===== src/rtl/wb_arb_pkg.sv =====
// wb_arb_pkg: arbiter state type and default sizing, shared with the interconnect muxes.
package wb_arb_pkg;
    typedef enum logic {IDLE = 1'b0, GRANT = 1'b1} arb_state_t;
    localparam int ARB_NM = 8;
    localparam int ARB_GW = $clog2(ARB_NM);
    localparam int ARB_WDOG_CYC = 1024;
    localparam int ARB_WDOG_W = $clog2(ARB_WDOG_CYC);
endpackage


===== src/rtl/wb_rr_pick.sv =====
// wb_rr_pick: rotate-priority encoder, first request after i_last (wrapping), optionally masking one index.
module wb_rr_pick
    import wb_arb_pkg::*;
#(
    parameter int NM = ARB_NM,
    parameter int GW = ARB_GW
) (
    input  logic [NM-1:0] i_req,
    input  logic [GW-1:0] i_last,
    input  logic          i_mask_en,
    input  logic [GW-1:0] i_mask_idx,
    output logic          o_any,
    output logic [GW-1:0] o_idx
);
    logic [NM-1:0] w_req;
    logic [GW-1:0] w_j;
    assign w_req = i_req & ~(i_mask_en ? (NM'(1) << i_mask_idx) : '0);
    // Walk the rotation backwards so the nearest candidate is written last.
    always_comb begin
        o_any = 1'b0;
        o_idx = '0;
        w_j = '0;
        for (int i = NM; i >= 1; i--) begin
            w_j = GW'((int'(i_last) + i) % NM);
            if (w_req[w_j]) begin
                o_any = 1'b1;
                o_idx = w_j;
            end
        end
    end
endmodule


===== src/rtl/wb_rr_arb.sv =====
// wb_rr_arb: round-robin Wishbone bus arbiter holding grant for the whole cycle.
// Define ARB_WATCHDOG_EN to enable the hung-transfer watchdog (wdog_err_o).
module wb_rr_arb
    import wb_arb_pkg::*;
#(
    parameter int NM       = ARB_NM,
    parameter int GW       = ARB_GW,
    parameter int WDOG_CYC = ARB_WDOG_CYC,
    parameter int WDOG_W   = ARB_WDOG_W
) (
    input  logic          clk_i,
    input  logic          rst_i,
    input  logic [NM-1:0] req_i,
    input  logic          ack_i,
    output logic [GW-1:0] gnt_o,
    output logic          gnt_vld_o,
    output logic          wdog_err_o
);
    arb_state_t    r_state, w_state;
    logic [GW-1:0] r_gnt, w_gnt, r_last, w_last, w_pick;
    logic          w_any, w_hold;
    assign w_hold = (r_state == GRANT) && req_i[r_gnt];
    wb_rr_pick #(.NM(NM), .GW(GW)) u_pick (
        .i_req      (req_i),
        .i_last     (r_last),
        .i_mask_en  (r_state == GRANT),
        .i_mask_idx (r_gnt),
        .o_any      (w_any),
        .o_idx      (w_pick)
    );
    always_comb begin
        w_state = r_state;
        w_gnt = r_gnt;
        w_last = r_last;
        if (!w_hold) begin
            w_state = w_any ? GRANT : IDLE;
            w_gnt = w_any ? w_pick : r_gnt;
            w_last = w_any ? w_pick : r_last;
        end
    end
    always_ff @(posedge clk_i or posedge rst_i) begin
        if (rst_i) begin
            r_state <= IDLE;
            r_gnt <= '0;
            r_last <= GW'(NM - 1);
        end else begin
            r_state <= w_state;
            r_gnt <= w_gnt;
            r_last <= w_last;
        end
    end
    assign gnt_o = r_gnt;
    assign gnt_vld_o = (r_state == GRANT);
`ifdef ARB_WATCHDOG_EN
    logic [WDOG_W-1:0] r_cnt;
    logic              r_wdog_err, w_expire;
    // Ack in the expiry cycle wins; counting only continues while the same grant is held.
    assign w_expire = (r_state == GRANT) && !ack_i && (r_cnt == WDOG_W'(WDOG_CYC - 1));
    always_ff @(posedge clk_i or posedge rst_i) begin
        if (rst_i) begin
            r_cnt <= '0;
            r_wdog_err <= 1'b0;
        end else begin
            r_wdog_err <= w_expire;
            r_cnt <= (w_hold && !ack_i && !w_expire) ? r_cnt + 1'b1 : '0;
        end
    end
    assign wdog_err_o = r_wdog_err;
`else
    logic w_unused;
    assign w_unused = ^{ack_i, WDOG_W'(WDOG_CYC)};
    assign wdog_err_o = 1'b0;
`endif
endmodule


===== config.mk =====
export PLATFORM = sky130hd
export DESIGN_NAME = wb_rr_arb
export DESIGN_NICKNAME = d
export VERILOG_FILES = /design/src/rtl/wb_arb_pkg.sv /design/src/rtl/wb_rr_pick.sv /design/src/rtl/wb_rr_arb.sv
export SDC_FILE = /design/constraint.sdc
export NUM_CORES = 1
export LEC_CHECK = 0
export ABC_AREA = 1
export CORE_UTILIZATION = 54
export CTS_CLUSTER_DIAMETER = 60
export DETAILED_ROUTE_END_ITERATION = 10
export GPL_ROUTABILITY_DRIVEN = 0
export PLACE_DENSITY = 0.79
export SLEW_MARGIN = 10
export SYNTH_ARGS = -nofsm -noshare
export SYNTH_HDL_FRONTEND = slang
export SYNTH_SLANG_ARGS = --single-unit

===== constraint.sdc =====
create_clock -name clk_i -period 3.5 [get_ports clk_i]
set_input_delay 0.7 -clock clk_i [delete_from_list [all_inputs] [get_ports clk_i]]
set_output_delay 0.7 -clock clk_i [all_outputs]
set_load 0.03 [all_outputs]

==> run_results.csv <==
group,metric,value,unit
setup_path,crit_arrival,3.01,ns
global_route,grt_pass1_wl,4040,µm
timing,hold_viol_final,0,
synthesis,synth_top_family_by_area,"simple AND/OR/NAND/NOR gates",
setup_path,cp.required,3.63,ns
cells_and_area,syn_to_final_growth,15.1,%
setup_path,rr_endpoint,"gnt_o[1]",
synthesis,synth_top_area_share,16.9,%
clock_tree,cts_resized,0,
synthesis,yosysTopAreaCell,"nand2_1",
global_route,track_usage,25.9,%
floorplan,chipWidth,47.3,µm
detailed_routing,drt_iter0_markers,31,
hold_path,worst_hold_path.endpoint,"r_last[2]",
global_route,grt_max_degree,13,
setup_path,path_class,"flip-flop to flip-flop",
setup_path,r2r-start,"r_last[1]",
detailed_routing,detail-route-antenna-nets,0,
clock_tree,root_buffer,"clkbuf_4",
detailed_routing,drt_first_pass_iters,4,
clock_tree,cts_tree,"built",
cells_and_area,layout-drive-gt1-share,24.9,%
synthesis,synthTopCellsByArea,"nand2_1 17%, nand3_1 16%, nand3_2 12%, dfrtp_1 9.0%, dfstp_2 7.1%",
hold_path,min-delay-start,"r_last[2]",
synthesis,netlist-cell-type-count,28,
clock_tree,clockBufferDepth,2,
outcome,status,"finished clean",
synthesis,async_flop_share,100,%
cells_and_area,antenna_cells,0,
synthesis,avgSynthCellArea,6.29,µm²
synthesis,synth-compound-area-share,10.7,%
clock_tree,cts.clk_slew.worst_paths,0.05,ns
global_route,antenna_found_initial,0,
setup_path,cp-end-kind,"flip-flop",
cells_and_area,stdcell_count,216,
global_route,gr-total-overflow,0,
clock_tree,cts.sinks,7,
timing,maxSlewViolCount,0,
synthesis,synth_adder_area_share,2.26,%
detailed_routing,vias,1169,
synthesis,syn_nets,189,
floorplan,die_h,47.3,µm
detailed_routing,via_per_inst,5.41,
place,dp.cells,212,
synthesis,ys_seq_area_share,16.2,%
floorplan,rows,16,
clock_tree,cts_buffers,3,
detailed_routing,routed_wl,2760,µm
hold_path,hold_path.class,"flip-flop to flip-flop",
floorplan,io_pins,16,
synthesis,syn_area,0.00111,mm²
global_route,grt_pass1_vias,949,
synthesis,syn_inst,176,
floorplan,initial_core_util,57.0,%
timing,fin_crit,2.88,ns
timing,fmax,348,MHz
timing,rsz0062_at_grt,"false",
floorplan,dieArea,0.00224,mm²
place,place_hpwl,2200,µm
timing,finalClockSkew,0.00836,ns
setup_path,setup.worst_path.start_class,"flip-flop",
clock_tree,clock_latency,0.25,ns
detailed_routing,drc_errors,0,
timing,fin_crit_sh,82.2,%
setup_path,rr_worst_depth,12,
hold_path,whs_path_depth,2,
setup_path,cp_max_fo,10,
detailed_routing,wl_per_cell,12.8,µm
setup_path,r2r_slack,0.62,ns
flow_run,maxCapViolCount,0,
cells_and_area,final_nets,203,
synthesis,synth-edff-count,0,
synthesis,synthFlopType,"dfrtp_1",
synthesis,ys_seq_elements,7,
floorplan,coreArea,0.00194,mm²
place,port_buffers,13,
timing,fin_setup_tns,0,ns
timing,setup_viol,0,
clock_tree,post_cts_buffers,0,
clock_tree,hold_buffers,0,
synthesis,synth-simple-area-share,58.3,%
synthesis,muxShareOfSynthArea,0,%
clock_tree,htree_levels,1,
synthesis,ys_warn_count,0,
synthesis,synth-xor-area-share,2.37,%
[placed cells by master, fill, tap and decap left out, drive strengths merged]
cell	instances
conb	1
clkdlybuf4s50	13
ha	2
xnor2	1
nand2	61
a22oi	2
a22o	2
xor2	2
nand3	49
nand4	1
nor2	7
a21oi	8
dfstp	3
dfrtp	4
inv	22
o21ai	5
a31oi	1
clkinv	1
clkbuf	4
[sequential cells by signal, summed over array words and instances (netlist names)]
register	count
gnt_o	3
gnt_vld_o	1
r_last	3
[worst max path at each step]
stage,from,end,slack [ns]
after floorplan,r_last[1],gnt_o[1],1.05
after global placement,r_last[1],gnt_o[1],0.76
after detailed placement,r_last[1],gnt_o[1],0.70
after CTS,r_last[1],gnt_o[1],0.68
after global routing,r_last[1],gnt_o[1],0.46
final,r_last[1],gnt_o[1],0.62
[metrics by stage]
stage / utilization (%) / area [µm²] / hold slack [ns] / setup WS, ns
global placement: 64.3 / 1250 / 0.519 / 0.765
detailed placement: 64.3 / 1250 / 0.519 / 0.695
finish: 65.7 / 1270 / 0.528 / 0.624
floorplan: - / 1110 / 0.501 / 1.05
CTS: 65.7 / 1270 / 0.527 / 0.675
global route: 65.7 / 1270 / 0.549 / 0.459
[cells in the mapped netlist, types with 3 or more instances]
master and instances:
nor2_4 4, inv_2 8, buf_2 3, nand3_2 13, inv_1 14, nand2_1 50, dfrtp_1 4, nand2_2 10
a21oi_1 7, nand3_1 36, dfstp_2 3
[final cells by class]
| type | instances | area [µm²] |
|---|---|---|
| clock buffers | 4 | 26.3 |
| inverters | 23 | 86.3 |
| flip-flops and latches | 7 | 179 |
| repair buffers | 13 | 130 |
| well taps | 27 | 33.8 |
| fillers | 199 | 667 |
| multi-input cells | 142 | 820 |
[worst max-delay path, stage by stage, from the launching register on]
cell	delay, ns
dfstp_2	0.63
clkinv_1	0.29
ha_1	0.47
inv_1	0.26
nand3_1	0.20
nand3_1	0.15
nand2_2	0.09
nor2_4	0.10
nand2_2	0.08
o21ai_4	0.30
a21oi_2	0.06
nand2_2	0.08
nand2_1	0.05
[routing by layer]
metal  vias up  part of all wire (%)  global-route usage (%)
li1        607                     -                       -
met1       509                    46                    35.3
met2        51                    48                    41.1
met3         2                   5.5                    5.00
met4         0                  0.40                    8.00
met5         -                     0                       0
[kinds of logic (layout without fill, tap and decap cells)]
group	Yosys count	after routing
AO/OA/AOI/OAI	18	18
XOR/XNOR	3	3
adder cells (fa/ha/maj)	2	2
buffers and inverters	27	40
flip-flops	7	7
other	1	1
AND/OR/NAND/NOR	118	118
Power is not shown: default switching activity piles up to over one toggle a cycle in this logic, so the estimate is an artifact.
